[src/rtl/seven_seg_scan_rx.sv]
// Receiver for a multiplexed 7-segment scan bus.
// It samples the bus and locks onto the 0..7 scan order. Each scanned digit is
// demultiplexed into a working buffer. A complete frame is published to oSEG/oBCD/oBAD
// in one step, so the outputs never show a partly captured frame.
//
// Ports:
//   iCLK    clock, rising edge
//   nRST    synchronous reset, active-high
//   iS_COM  active-low digit select, bit k = digit k (8'hFF = blank)
//   iS_ENS  segment pattern a..g (bit6 = a, bit0 = g)
//   oSEG    last complete frame, digit k at [7k+6:7k]
//   oBCD    decoded digits, digit k at [4k+3:4k], 4'hF = not a 0-9 pattern
//   oBAD    bit k set when oSEG digit k is not a 0-9 pattern
//   oLOCK   high while locked to the scan order
//   oFRAME  1-cycle pulse when a new frame is published
//   oERR    1-cycle pulse on loss of sync
module seven_seg_scan_rx #(
   parameter int unsigned STABLE_CYC = 1,
   parameter int unsigned TIMEOUT    = 64
) (
   input  logic        iCLK,
   input  logic        nRST,
   input  logic [7:0]  iS_COM,
   input  logic [6:0]  iS_ENS,
   output logic [55:0] oSEG,
   output logic [31:0] oBCD,
   output logic [7:0]  oBAD,
   output logic        oLOCK,
   output logic        oFRAME,
   output logic        oERR
);

   localparam int unsigned RunW = (STABLE_CYC < 2) ? 1 : $clog2(STABLE_CYC + 1);
   localparam int unsigned ToW  = $clog2(TIMEOUT + 1);
   localparam logic [RunW-1:0] RunMax = RunW'(STABLE_CYC);

   typedef enum logic {StHunt, StSync} state_e;

   state_e            state_q, state_d;
   logic [7:0]        com_q, prev_com_q;
   logic [6:0]        ens_q, prev_ens_q;
   logic [RunW-1:0]   run_q, run_d;
   logic [ToW-1:0]    to_q, to_d, to_inc;
   logic [2:0]        exp_q, exp_d;
   logic [7:0][6:0]   work_q, work_d;
   logic [55:0]       seg_q, seg_d;
   logic [31:0]       bcd_q, bcd_d;
   logic [7:0]        bad_q, bad_d;
   logic              frame_q, frame_d;
   logic              err_q, err_d;

   logic [3:0]        zeros;
   logic [2:0]        dig;
   logic              is_blank, is_digit, is_illegal, same, capture;
   logic [4:0]        dec;

   function automatic logic [4:0] decode(input logic [6:0] p);
      logic [4:0] r;
      case (p)
         7'h7E:   r = {1'b0, 4'd0};
         7'h30:   r = {1'b0, 4'd1};
         7'h6D:   r = {1'b0, 4'd2};
         7'h79:   r = {1'b0, 4'd3};
         7'h33:   r = {1'b0, 4'd4};
         7'h5B:   r = {1'b0, 4'd5};
         7'h5F:   r = {1'b0, 4'd6};
         7'h72:   r = {1'b0, 4'd7};
         7'h7F:   r = {1'b0, 4'd8};
         7'h7B:   r = {1'b0, 4'd9};
         default: r = {1'b1, 4'hF};
      endcase
      return r;
   endfunction

   // COM classification: count active (low) select lines.
   always_comb begin
      zeros = '0;
      dig   = '0;
      for (int k = 0; k < 8; k++) begin
         if (!com_q[k]) begin
            zeros = zeros + 4'd1;
            dig   = 3'(k);
         end
      end
   end

   assign is_blank   = (com_q == 8'hFF);
   assign is_digit   = (zeros == 4'd1);
   assign is_illegal = !is_blank && !is_digit;
   assign same       = ({com_q, ens_q} == {prev_com_q, prev_ens_q});

   // Dwell counter saturates at RunMax; capture only on the cycle it first gets there.
   always_comb begin
      run_d = run_q;
      if (is_blank) begin
         run_d = '0;
      end else if (same) begin
         if (run_q != RunMax) run_d = run_q + RunW'(1);
      end else begin
         run_d = RunW'(1);
      end
   end

   assign capture = is_digit && (run_d == RunMax) && (!same || (run_q != RunMax));
   assign to_inc  = to_q + ToW'(1);

   always_comb begin
      state_d = state_q;
      exp_d   = exp_q;
      work_d  = work_q;
      to_d    = to_q;
      seg_d   = seg_q;
      bcd_d   = bcd_q;
      bad_d   = bad_q;
      frame_d = 1'b0;
      err_d   = 1'b0;
      dec     = '0;
      unique case (state_q)
         StHunt: begin
            to_d = '0;
            if (capture && (dig == 3'd0)) begin
               state_d   = StSync;
               exp_d     = 3'd1;
               work_d[0] = ens_q;
            end
         end
         StSync: begin
            if (is_illegal) begin
               err_d   = 1'b1;
               state_d = StHunt;
               to_d    = '0;
            end else if (capture) begin
               // A capture always clears the timeout, so it wins over a same-cycle expiry.
               to_d = '0;
               if (dig == exp_q) begin
                  work_d[dig] = ens_q;
                  exp_d       = exp_q + 3'd1;
                  if (dig == 3'd7) begin
                     seg_d   = work_d;
                     frame_d = 1'b1;
                     for (int k = 0; k < 8; k++) begin
                        dec            = decode(work_d[k]);
                        bcd_d[4*k +: 4] = dec[3:0];
                        bad_d[k]        = dec[4];
                     end
                  end
               end else begin
                  err_d = 1'b1;
                  if (dig == 3'd0) begin
                     // Out-of-order digit 0 starts a fresh frame without losing lock.
                     exp_d     = 3'd1;
                     work_d    = '0;
                     work_d[0] = ens_q;
                  end else begin
                     state_d = StHunt;
                  end
               end
            end else if (to_inc == ToW'(TIMEOUT)) begin
               err_d   = 1'b1;
               state_d = StHunt;
               to_d    = '0;
            end else begin
               to_d = to_inc;
            end
         end
         default: state_d = StHunt;
      endcase
   end

   always_ff @(posedge iCLK) begin
      if (nRST) begin
         state_q    <= StHunt;
         com_q      <= 8'hFF;
         ens_q      <= 7'h00;
         prev_com_q <= 8'hFF;
         prev_ens_q <= 7'h00;
         run_q      <= '0;
         to_q       <= '0;
         exp_q      <= '0;
         work_q     <= '0;
         seg_q      <= '0;
         bcd_q      <= '0;
         bad_q      <= '0;
         frame_q    <= 1'b0;
         err_q      <= 1'b0;
      end else begin
         state_q    <= state_d;
         com_q      <= iS_COM;
         ens_q      <= iS_ENS;
         prev_com_q <= com_q;
         prev_ens_q <= ens_q;
         run_q      <= run_d;
         to_q       <= to_d;
         exp_q      <= exp_d;
         work_q     <= work_d;
         seg_q      <= seg_d;
         bcd_q      <= bcd_d;
         bad_q      <= bad_d;
         frame_q    <= frame_d;
         err_q      <= err_d;
      end
   end

   assign oSEG   = seg_q;
   assign oBCD   = bcd_q;
   assign oBAD   = bad_q;
   assign oLOCK  = (state_q == StSync);
   assign oFRAME = frame_q;
   assign oERR   = err_q;

endmodule
[config.mk]
export PLATFORM = sky130hd
export DESIGN_NAME = seven_seg_scan_rx
export DESIGN_NICKNAME = d
export VERILOG_FILES = /design/src/rtl/seven_seg_scan_rx.sv
export SDC_FILE = /design/constraint.sdc
export NUM_CORES = 1
export LEC_CHECK = 0
export CAP_MARGIN = 10
export CORE_AREA = 4 4 136 269
export CTS_BUF_LIST = sky130_fd_sc_hd__clkbuf_16
export CTS_CLUSTER_DIAMETER = 60
export CTS_CLUSTER_SIZE = 8
export DETAILED_ROUTE_END_ITERATION = 8
export DIE_AREA = 0 0 140 273
export GPL_ROUTABILITY_DRIVEN = 0
export PLACE_DENSITY = 0.45
export SYNTH_ARGS = -nofsm -noshare
export SYNTH_HDL_FRONTEND = slang
export SYNTH_SLANG_ARGS = --single-unit
[constraint.sdc]
create_clock -name iCLK -period 10.2 [get_ports iCLK]
set_input_delay 3.06 -clock iCLK [delete_from_list [all_inputs] [get_ports iCLK]]
set_output_delay 3.06 -clock iCLK [all_outputs]
set_load 0.01 [all_outputs]
# After elaboration in Yosys (flattened, before gate mapping)
# Index checks and enable logic that the tools add are counted.
totals:
  input_bits: 17
  ff_bits: 196
  out_inout_bits: 99
  word_cells: 201
op_classes:
  order_cmp: 2
  reduce_logical: 16
  n_mux: 57
  addsub: 10
  bitwise: 5
  eq_ne: 90
ops:
  columns: ["operator", "count"]
  rows:
  - ["7-bit equality test (second input constant)", 65]
  - ["5-bit case mux with 10 select lines", 8]
  - ["7-bit by 6-bit equality test with 1-bit output (second input constant)", 16]
  - ["56-bit two-way mux", 2]
  - ["56-bit bitwise mux", 1]
  - ["7-bit two-way mux", 7]
  - ["3-bit two-way mux", 11]
  - ["4-bit by 1-bit adder with 4-bit output (second input constant)", 7]
  - ["4-bit two-way mux", 7]
  - ["7-bit case mux with 2 select lines", 2]
  - ["7-bit demux with 3-bit select", 1]
  - ["1-bit two-way mux", 16]
  - ["15-bit equality test", 1]
  - ["8-bit equality test (second input constant)", 1]
  - ["4-bit AND reduction", 2]
  - ["7-bit by 1-bit adder with 7-bit output (second input constant)", 1]
  - ["3-bit case mux with 2 select lines", 1]
  - ["1-bit logical AND", 5]
  - ["1-bit inverter", 5]
  - ["5-bit AND reduction", 1]
  - ["5-bit OR reduction", 1]
  - ["4-bit by 1-bit equality test with 1-bit output (second input constant)", 1]
  - ["3-bit by 4-bit less-than comparator with 1-bit output (second input constant)", 1]
  - ["2-bit != test (second input constant)", 2]
  - ["other kinds (13)", 15]

# Logic depth before layout (Yosys ltp)
# Gate-level depths: netlist (run 1).
depth:
  word_depth: 21
  ltp_mapped: 25
  mapped_depth_nobuf: 23

# Least setup slack after synthesis (run 1)
# OpenSTA, ideal clock, no wires.
synth_path:
  path_type: "flip-flop to flip-flop"
  startpoint: "register com_q[1]"
  endpoint: "register work_q[41] (netlist name)"
  slack_ns: 5.157
  setup_ns: 0.070
  t_arrival_ns: 4.973
  n_path_buf: 1
  required_ns: 10.130
  period_less_slack_ns: 5.043
  stages_incl_launch_ff: 23
  cell_sequence: "dfxtp_1 > inv_1 > ha_1 > xnor2_1 > ha_1 > nand2b_1 > nand2_1 > ha_1 > nand2b_1 > nand2_1 > ha_1 > nor2_1 > a31oi_1 > a41o_1 > ha_1 > mux2_2 > ha_1 > or4b_4 > a211oi_4 > nand3_2 > buf_6 > or4_1 > a21oi_1"
synth_via:
  elab_chain_cells: 18
  elab_cells_between_ends: 44
  cone_classes: "add/sub (6); order compare (2); eq/ne (4); mux (20); bitwise (1); reduce/logical (11)"
synth_lines:
  columns: ["element", "line", "source"]
  rows:
  - ["start, declared", "40", "logic [7:0] com_q, prev_com_q;"]
  - ["start signal, assigned", "188", "com_q <= iS_COM;"]
  - ["4-bit two-way mux", "80", "if (!com_q[k]) begin"]
  - ["4-bit by 1-bit adder with 4-bit output", "81", "zeros = zeros + 4'd1;"]
  - ["4-bit two-way mux", "80", null]
  - ["4-bit by 1-bit adder with 4-bit output", "81", null]
  - ["4-bit two-way mux", "80", null]
  - ["4-bit by 1-bit adder with 4-bit output", "81", null]
  - ["4-bit two-way mux", "80", null]
  - ["4-bit by 1-bit adder with 4-bit output", "81", null]
  - ["[... 2 more ...]", null, null]
  - ["4-bit two-way mux", "80", null]
  - ["4-bit by 1-bit adder with 4-bit output", "81", null]
  - ["4-bit two-way mux", "80", null]
  - ["4-bit by 1-bit equality test with 1-bit output", "88", "assign is_digit = (zeros == 4'd1);"]
  - ["1-bit zero test", "89", "assign is_illegal = !is_blank && !is_digit;"]
  - ["1-bit logical AND", "89", null]
  - ["1-bit inverter (no source line)", null, null]
  - ["4-bit AND reduction (no source line)", null, null]
  - ["end signal, assigned", "195", "work_q <= work_d;"]
  - ["end, declared", "45", "logic [7:0][6:0] work_q, work_d;"]
# Several ways; a longest one is shown, not always the timed one.
# A chain may end at the register's enable or synchronous reset.

# Final worst setup path (run 1)
layout_path:
  startpoint: "register com_q[1]"
  endpoint: "register bcd_q[0], in the netlist oBCD[0]"
layout_via:
  elab_chain_cells: 18
  elab_cells_between_ends: 53
  cone_classes: "add/sub (6); order compare (2); eq/ne (15); mux (20); bitwise (1); reduce/logical (9)"
layout_lines:
  columns: ["element", "line", "source"]
  rows:
  - ["4-bit two-way mux", "80", null]
  - ["4-bit by 1-bit adder with 4-bit output", "81", null]
  - ["4-bit two-way mux", "80", null]
  - ["4-bit by 1-bit adder with 4-bit output", "81", null]
  - ["4-bit two-way mux", "80", null]
  - ["4-bit by 1-bit adder with 4-bit output", "81", null]
  - ["4-bit two-way mux", "80", null]
  - ["4-bit by 1-bit adder with 4-bit output", "81", null]
  - ["[... 2 more ...]", null, null]
  - ["4-bit two-way mux", "80", null]
  - ["4-bit by 1-bit adder with 4-bit output", "81", null]
  - ["4-bit two-way mux", "80", null]
  - ["4-bit by 1-bit equality test with 1-bit output", "88", null]
  - ["1-bit zero test", "89", null]
  - ["1-bit logical AND", "89", null]
  - ["1-bit inverter (no source line)", null, null]
  - ["5-bit AND reduction (no source line)", null, null]
  - ["end signal, assigned", "182", "bcd_q <= '0;"]
  - ["end signal, assigned", "197", "bcd_q <= bcd_d;"]
  - ["end, declared", "47", "logic [31:0] bcd_q, bcd_d;"]
# Several ways; a longest one is shown, not always the timed one.

==> flow_metrics.tcl, run 1 <==
set metrics [dict create \
    via_per_inst 5.33 \
    slew_headroom 0.280 \
    clk_pin_slew_ns 0.08 \
    start_util 0.299 \
    end_kind "flip-flop" \
    power_frac_comb 0.098 \
    cts_root_buf "clkbuf_16" \
    post-route-util 0.356 \
    routed_wirelength_um 35400 \
    area_delta_synth_final_pct 19.2 \
    synth-seq-area-share 0.382 \
    synth.most_common_cell "dfxtp_1" \
    clock_latency_ns 0.46 \
    ir_worst_vdd_uv 132 \
    hold_slack_ns 0.454 \
    max_freq_mhz 154 \
    rsz0062_at_grt "no" \
    slowest_stage "and4_4" \
    p_sw_mw 0.437 \
    path_cells "inv_1 -> ha_1 -> xnor2_1 -> ha_1 -> nand2b_1 -> nand2_1 -> ha_1 -> nand2b_1 -> nand2_1 -> ha_1 -> nor2_1 -> a31oi_1 -> a41o_1 -> ha_1 -> mux2_2 -> ha_1 -> or4b_4 -> a21oi_1 -> and4_4 -> buf_4 -> nor2b_1 -> a21oi_1" \
    syn_avg_cell_area_um2 7.94 \
    dp_hpwl_um 24400 \
    num_vias 9557 \
    drc 0 \
    cp_common_cell "ha_1" \
    status "finished clean" \
    fp-row-count 96 \
    ys_ff_latch 196 \
    maxSlewViolCount 0 \
    dieArea_mm2 0.0382 \
    cts_tree "built" \
    antenna_found_initial 0 \
    synth_top_cells_by_area "dfxtp_1, nand2_1, a21oi_1" \
    finalCritPeriodShare 0.639 \
    grt-ovfl-total 0 \
    drt_iter0_drc 638 \
    first_pass_iters 5 \
    numCtsBuffers 17 \
    fin_nets 1368 \
    port_buffers 115 \
    worstHoldPathType "reg2reg" \
    synth_cell_types 77 \
    skew_ns 0.00946 \
    grt_pass1_vias 9392 \
    async_reset_ff_frac 0 \
    crit_fanout 71 \
    grt_max_degree 73 \
    post-cts-setup-buffers 0 \
    die_h_um 273 \
    power_frac_seq 0.487 \
    internal_power_mw 1.17 \
    postCtsResizedCells 0 \
    grt_pass1_wl_um 55100 \
    fin_crit_ns 6.51 \
    synth_top_area_frac 0.382 \
    synth-main-ff-cell "dfxtp_1" \
    synth_edf_count 0 \
    yosys-top-cells-count "dfxtp_1, nand2_1, a21oi_1" \
    sw_frac_of_total 0.273 \
    setup_ws_ns 3.69 \
    finalHoldViolCount 0 \
    num_io_pins 116 \
    maxCapViolCount 0 \
    nFillCells 3700 \
    power_frac_clock 0.415 \
    p_per_area_mw_per_mm2 131 \
    ant_nets 0 \
    die_w_um 140 \
    power_leakage_nw 4.07 \
    dp_slack_ns 3.74 \
    hold_buffers 0 \
    setup_viol 0 \
    wl_per_cell_um 19.7 \
    drive_gt1_frac 0.0820 \
    yosys.area.top_type "dfxtp_1" \
    clk_path_buf_depth 2 \
    worst_pin_slew_ns 1.08 \
    final.setup.tns_ns 0 \
    crit_required_ns 10.54 \
    worst_setup_path_start_kind "flip-flop" \
    diodes 0 \
    syn_area_mm2 0.0103 \
    htree_num_levels 4 \
    cts_sinks 196 \
    coreArea_mm2 0.0344 \
    power.total_mw 1.60 \
    synthCells 1293 \
    max_stage_delay_ns 0.75 \
    cp.arrival_ns 6.85 \
    syn_nets 1320 \
    yosysWarnings 0 \
    critPathKind "reg2reg" \
    grt.total_usage 0.182 \
]
==> registers in the layout (all words and copies together) (netlist names), 3 cells and up <==
register	cells
prev_com_q	8
oBCD	32
to_q	7
work_q	56
com_q	8
oSEG	56
exp_q	3
oBAD	8
ens_q	7
prev_ens_q	7
==> power by group through the flow <==
| stage | Sequential, mW | Clock [mW] | Combinational [mW] |
|---|---|---|---|
| global route | 0.782 | 0.714 | 0.173 |
| CTS | 0.781 | 0.687 | 0.159 |
| finish | 0.781 | 0.665 | 0.157 |
| detailed placement | 0.799 | 0 | 0.158 |
| global placement | 0.798 | 0 | 0.157 |
| floorplan | 0.793 | 0 | 0.114 |
==> placed cells by master (no fill, tap or decap), drive strengths merged, types with 18 or more instances in the layout <==
master / n
xnor2: 29
nand3: 62
nor4: 18
nand2: 178
mux2i: 40
clkdlybuf4s50: 114
inv: 35
nor3: 32
dfxtp: 196
a21oi: 117
a211oi: 31
o21ai: 75
buf: 22
nand4: 34
nor2: 111
mux2: 31
nor2b: 20
==> critical path: cells and delay by family, from the launching register on <==
kind	cells	cell delay (ns)
and+or+nand+nor	8	2.09
xor gates and xnor gates	1	0.21
adders and majority gates	6	1.77
AOI/OAI and AO/OA	4	0.74
muxes	1	0.26
buffers and inverters	2	0.73
DFF	1	0.48
==> final cells by class <==
type,instances,area (µm²),area share
Clock buffer,17,425,0.0348
Inverter,30,113,0.00920
Timing Repair Buffer,136,1310,0.107
Clock inverter,14,129,0.0105
Multi-Input combinational cell,960,5790,0.473
Sequential cell,196,3920,0.321
Tap cell,441,552,0.0451
==> path summary, 6_finish.rpt <==
kind / endpoint / from / cells after the start / slack, ns
hold / removal: work_q[31] / work_q[31] / 2 / 0.45
setup reg to reg: oBCD[0] / com_q[1] / 22 / 3.69
setup / recovery: oBCD[0] / com_q[1] / 22 / 3.69
hold reg to reg: work_q[31] / work_q[31] / 2 / 0.45
==> kinds of logic (layout without fill, tap and decap cells) <==
| group | count (synthesis) | in the layout | synth area share |
|---|---|---|---|
| and+or+nand+nor | 526 | 526 | 0.246 |
| AOI/OAI and AO/OA | 316 | 316 | 0.193 |
| DFF | 196 | 196 | 0.382 |
| buffers and inverters | 137 | 197 | 0.0547 |
| muxes | 71 | 71 | 0.0730 |
| xor gates and xnor gates | 37 | 37 | 0.0384 |
| adders and majority gates | 10 | 10 | 0.0122 |
==> metrics by stage <==
stage               cells  cell area, µm²
global placement     1763           11700
global route         1794           12200
detailed placement   1763           11700
CTS                  1794           12200
finish               1794           12200
floorplan            1293           10300
==> routing by layer <==
layer,GRT usage,part of all wire,vias up
met1,0.210,0.41,4598
met2,0.341,0.54,220
met5,0,0,-
met4,0.0602,0.019,0
li1,-,-,4705
met3,0.0261,0.033,34
(Power assumes the default switching activity.)
==> inputs of run 2 (changes only) <==
Clock period 10.2 ns to 6.8 ns, I/O delays scaled along.
==> run 2 against run 1 <==
Via count grew 0.54%. Clock skew grew 0.0039 ns. Worst setup slack lost 3.0 ns. Clock-buffer cell count is the same. Sequential cell count is the same. Largest power group unchanged.
==> flow_metrics.tcl, run 2 (synthesized netlist as in run 1, its figures left out) <==
set metrics [dict create \
    area_delta_synth_final_pct 20.5 \
    antenna_found_initial 0 \
    busiest_layer "met2" \
    crit_required_ns 7.14 \
    use_met2 0.343 \
    post-cts-setup-buffers 0 \
    diodes 0 \
    finalHoldViolCount 0 \
    grt_pass1_vias 9669 \
    maxSlewViolCount 0 \
    hold_slack_ns 0.451 \
    num_vias 9609 \
    clk_path_buf_depth 2 \
    postCtsResizedCells 0 \
    dp_hpwl_um 25000 \
    drive_gt1_frac 0.0861 \
    crit_fanout 22 \
    skew_ns 0.0134 \
    cp.arrival_ns 6.42 \
    die_h_um 273 \
    rsz0062_at_grt "no" \
    setup_viol 0 \
    max_freq_mhz 164 \
    end_kind "flip-flop" \
    setup_ws_ns 0.715 \
    ir_worst_vdd_uv 177 \
    final.setup.tns_ns 0 \
    drc 0 \
    routed_wirelength_um 35900 \
    first_pass_iters 5 \
    grt_pass1_wl_um 56800 \
    coreArea_mm2 0.0344 \
    grt.total_usage 0.188 \
    num_io_pins 116 \
    worst_pin_slew_ns 1.09 \
    cts_tree "built" \
    cts_root_buf "clkbuf_16" \
    critPathKind "reg2reg" \
    clk_pin_slew_ns 0.08 \
    gr-usage-met1 0.219 \
    port_buffers 115 \
    cts_sinks 196 \
    htree_num_levels 4 \
    wl_per_cell_um 19.9 \
    clock_latency_ns 0.46 \
    via_per_inst 5.34 \
    drt_iter0_drc 624 \
    worst_setup_path_start_kind "flip-flop" \
    hold_buffers 0 \
    p_per_area_mw_per_mm2 206 \
    final_common_cell "dfxtp_1" \
    met3_usage 0.0231 \
    nFillCells 3690 \
    dp_slack_ns 0.768 \
    maxCapViolCount 0 \
    fp-row-count 96 \
    fin_crit_ns 6.08 \
    grt-ovfl-total 0 \
    final_cell_mix "dfxtp_1, nand2_1, a21oi_1" \
    ant_nets 0 \
    die_w_um 140 \
    finalCritPeriodShare 0.895 \
    start_util 0.299 \
    dieArea_mm2 0.0382 \
    grt_max_degree 73 \
    slew_headroom 0.275 \
    numCtsBuffers 17 \
    fin_nets 1373 \
    status "finished clean" \
    power_leakage_nw 4.14 \
    worstHoldPathType "reg2reg" \
]
==> run 2: changes by cell type in the layout (fill, tap and decap cells not counted), sizes merged <==
cell / before / now
buf: 22 / 27
clkinv: 6 / 4
clkinvlp: 2 / 0
bufinv: 1 / 4
inv: 35 / 37
==> run 2: path summary, 6_finish.rpt <==
path / depth (start not counted) / end / slack, ns / start
max: 22 / oBCD[27] / 0.72 / com_q[1]
min: 1 / to_q[0] / 0.45 / to_q[0]
max reg2reg: 22 / oBCD[27] / 0.72 / com_q[1]
min reg2reg: 1 / to_q[0] / 0.45 / to_q[0]
==> run 2: area by class of cell <==
cell class	count	area (µm²)	area share
clock buffers	17	425	0.0344
clock inverters	15	214	0.0173
well taps	441	552	0.0446
flip-flops and latches	196	3920	0.317
inverters	30	113	0.00910
repair buffers	141	1360	0.110
multi-input cells	960	5780	0.468
==> run 2: power by group <==
part	internal (mW)	switching, mW	total, mW
combinational	0.0843	0.157	0.241
clock	0.628	0.503	1.13
sequential	1.16	0.0121	1.17
==> run 2: through the flow <==
stage          cells   util  cell area, µm²  total power, mW
2_1_floorplan   1293      -           10300             1.36
3_3_place_gp    1768  0.341           11700             1.44
3_5_place_dp    1768  0.341           11700             1.44
4_1_cts         1800  0.360           12400             2.57
5_1_grt         1800  0.360           12400             2.64
6_report        1800  0.360           12400             2.54
==> run 2: worst max-delay path, cell delays in order (launching register included) <==
cell	delay, ns
dfxtp_1	0.47
inv_1	0.13
ha_1	0.39
xnor2_1	0.16
ha_1	0.30
nand2b_1	0.13
nand2_1	0.09
ha_1	0.27
nand2b_1	0.12
nand2_1	0.07
ha_1	0.26
nor2_1	0.10
a31oi_1	0.06
a41o_1	0.29
ha_1	0.29
mux2_2	0.27
ha_1	0.29
or4b_4	0.57
nand2_1	0.11
nand4b_1	0.60
buf_4	0.48
a21oi_1	0.38
a21oi_1	0.13
==> run 2: layer usage <==
metal | share of wire | routed length, µm | up-vias
met4 | 0.031 | 1100 | 0
met1 | 0.41 | 14800 | 4602
met2 | 0.53 | 18900 | 233
met5 | 0 | 0 | -
met3 | 0.031 | 1130 | 47
li1 | - | - | 4727
==> inputs of run 3 (changes only) <==
Settings changed: CORE_AREA 4 4 136 269 to 4 4 111 219, DIE_AREA 0 0 140 273 to 0 0 115 223, PLACE_DENSITY 0.45 to 0.63.
==> run 3 against run 2 <==
Cell count is 9.1% lower. Sequential share of layout area increased by 0.70 points. Hold slack worse by 0.0068 ns. Register-to-register slack gained 0.18 ns. Non-clock buffer count shrank 3. Global-route usage grew 5.4 points. Cell area down 2.1%. Sequential cell count stayed put. Wire length fell by 13%.
==> flow_metrics.tcl, run 3 (synthesized netlist as in run 1, its figures left out) <==
set metrics [dict create \
    setup_viol 0 \
    worstHoldPathType "reg2reg" \
    diodes 0 \
    grt-ovfl-total 0 \
    finalHoldViolCount 0 \
    numCtsBuffers 17 \
    worst_pin_slew_ns 0.947 \
    critPathKind "reg2reg" \
    die_w_um 115 \
    placed_area_mm2 0.0115 \
    num_io_pins 116 \
    cts_tree "built" \
    htree_num_levels 4 \
    max_stage_delay_ns 0.57 \
    port_buffers 115 \
    cts_root_buf "clkbuf_16" \
    final_common_cell "dfxtp_1" \
    crit_fanout 35 \
    slew_headroom 0.368 \
    hold_slack_ns 0.445 \
    worst_setup_path_start_kind "flip-flop" \
    ant_nets 0 \
    nFillCells 2174 \
    cp_common_cell "ha_1" \
    drt_iter0_drc 599 \
    grt_max_degree 78 \
    postCtsResizedCells 0 \
    max_freq_mhz 169 \
    grt_pass1_vias 9389 \
    r2r_start "com_q[1]" \
    finalCritPeriodShare 0.869 \
    grt.total_usage 0.242 \
    ir_worst_vdd_uv 197 \
    fin_nets 1370 \
    maxSlewViolCount 0 \
    crit_required_ns 7.16 \
    maxCapViolCount 0 \
    hp-start "to_q[0]" \
    final.setup.tns_ns 0 \
    slowest_stage "or4b_4" \
    first_pass_iters 7 \
    grt_pass1_wl_um 49300 \
    r2r_setup_slack_ns 0.89 \
    coreArea_mm2 0.0226 \
    skew_ns 0.00916 \
    antenna_found_initial 0 \
    status "finished clean" \
    cp.arrival_ns 6.27 \
    area_delta_synth_final_pct 17.9 \
    post-cts-setup-buffers 0 \
    critPathBufInv 2 \
    drive_gt1_frac 0.0848 \
    power.total_mw 2.44 \
    die_h_um 223 \
    wl_per_cell_um 19.0 \
    fin_crit_ns 5.91 \
    clk_path_buf_depth 2 \
    path_cells "inv_1 -> ha_1 -> xnor2_1 -> ha_1 -> nand2b_1 -> nand2_1 -> ha_1 -> nand2b_1 -> nand2_1 -> ha_1 -> nor2_1 -> a31oi_1 -> a41o_1 -> ha_1 -> mux2_2 -> ha_1 -> or4b_4 -> a21oi_1 -> and4_4 -> buf_4 -> nor2_1 -> a211oi_1" \
    end_kind "flip-flop" \
    cts_sinks 196 \
    dieArea_mm2 0.0256 \
    crit_family "adder cells" \
    routed_wirelength_um 31200 \
    clock_latency_ns 0.46 \
    start_util 0.453 \
    fp-row-count 78 \
    power_leakage_nw 4.09 \
    final_cell_mix "dfxtp_1, nand2_1, a21oi_1" \
    via_per_inst 5.90 \
    hold_buffers 0 \
    fin_area_mm2 0.0121 \
    p_per_area_mw_per_mm2 202 \
    clk_pin_slew_ns 0.08 \
    rsz0062_at_grt "no" \
    dp_hpwl_um 21500 \
    drc 0 \
    num_vias 9657 \
    startpoint "com_q[1]" \
]
==> run 3: area by class of cell <==
class | count | area, µm² | area share
Multi-Input combinational cell | 960 | 5790 | 0.478
Sequential cell | 196 | 3920 | 0.324
Timing Repair Buffer | 138 | 1330 | 0.110
Clock buffer | 17 | 425 | 0.0351
Tap cell | 280 | 350 | 0.0289
Clock inverter | 15 | 171 | 0.0142
Inverter | 30 | 113 | 0.00930
==> run 3: metrics by stage <==
stage | cells | util | setup WS, ns
global route | 1636 | 0.535 | 0.407
CTS | 1636 | 0.535 | 0.932
global placement | 1604 | 0.508 | 1.18
floorplan | 1293 | - | 1.76
detailed placement | 1604 | 0.508 | 0.967
finish | 1636 | 0.535 | 0.894
==> run 3: path summary, 6_finish.rpt <==
check	end	cells after the start
worst max-delay path	oSEG[39]	22
worst min-delay path	to_q[0]	1
worst max register to register	oSEG[39]	22
worst min register to register	to_q[0]	1
==> run 3: metal layers <==
layer / global-route usage / part of all wire / up-vias
li1: - / - / 4722
met1: 0.278 / 0.39 / 4572
met2: 0.417 / 0.51 / 277
met3: 0.0513 / 0.051 / 86
met4: 0.118 / 0.044 / 0
met5: 0 / 0 / -
==> run 3: report_power, final <==
group	leakage (nW)	internal [mW]	total, mW	switching [mW]
Sequential	1.59	1.16	1.17	0.0132
Clock	0.273	0.551	1.04	0.488
Combinational	2.23	0.0833	0.231	0.147
Total	4.09	1.79	2.44	0.649
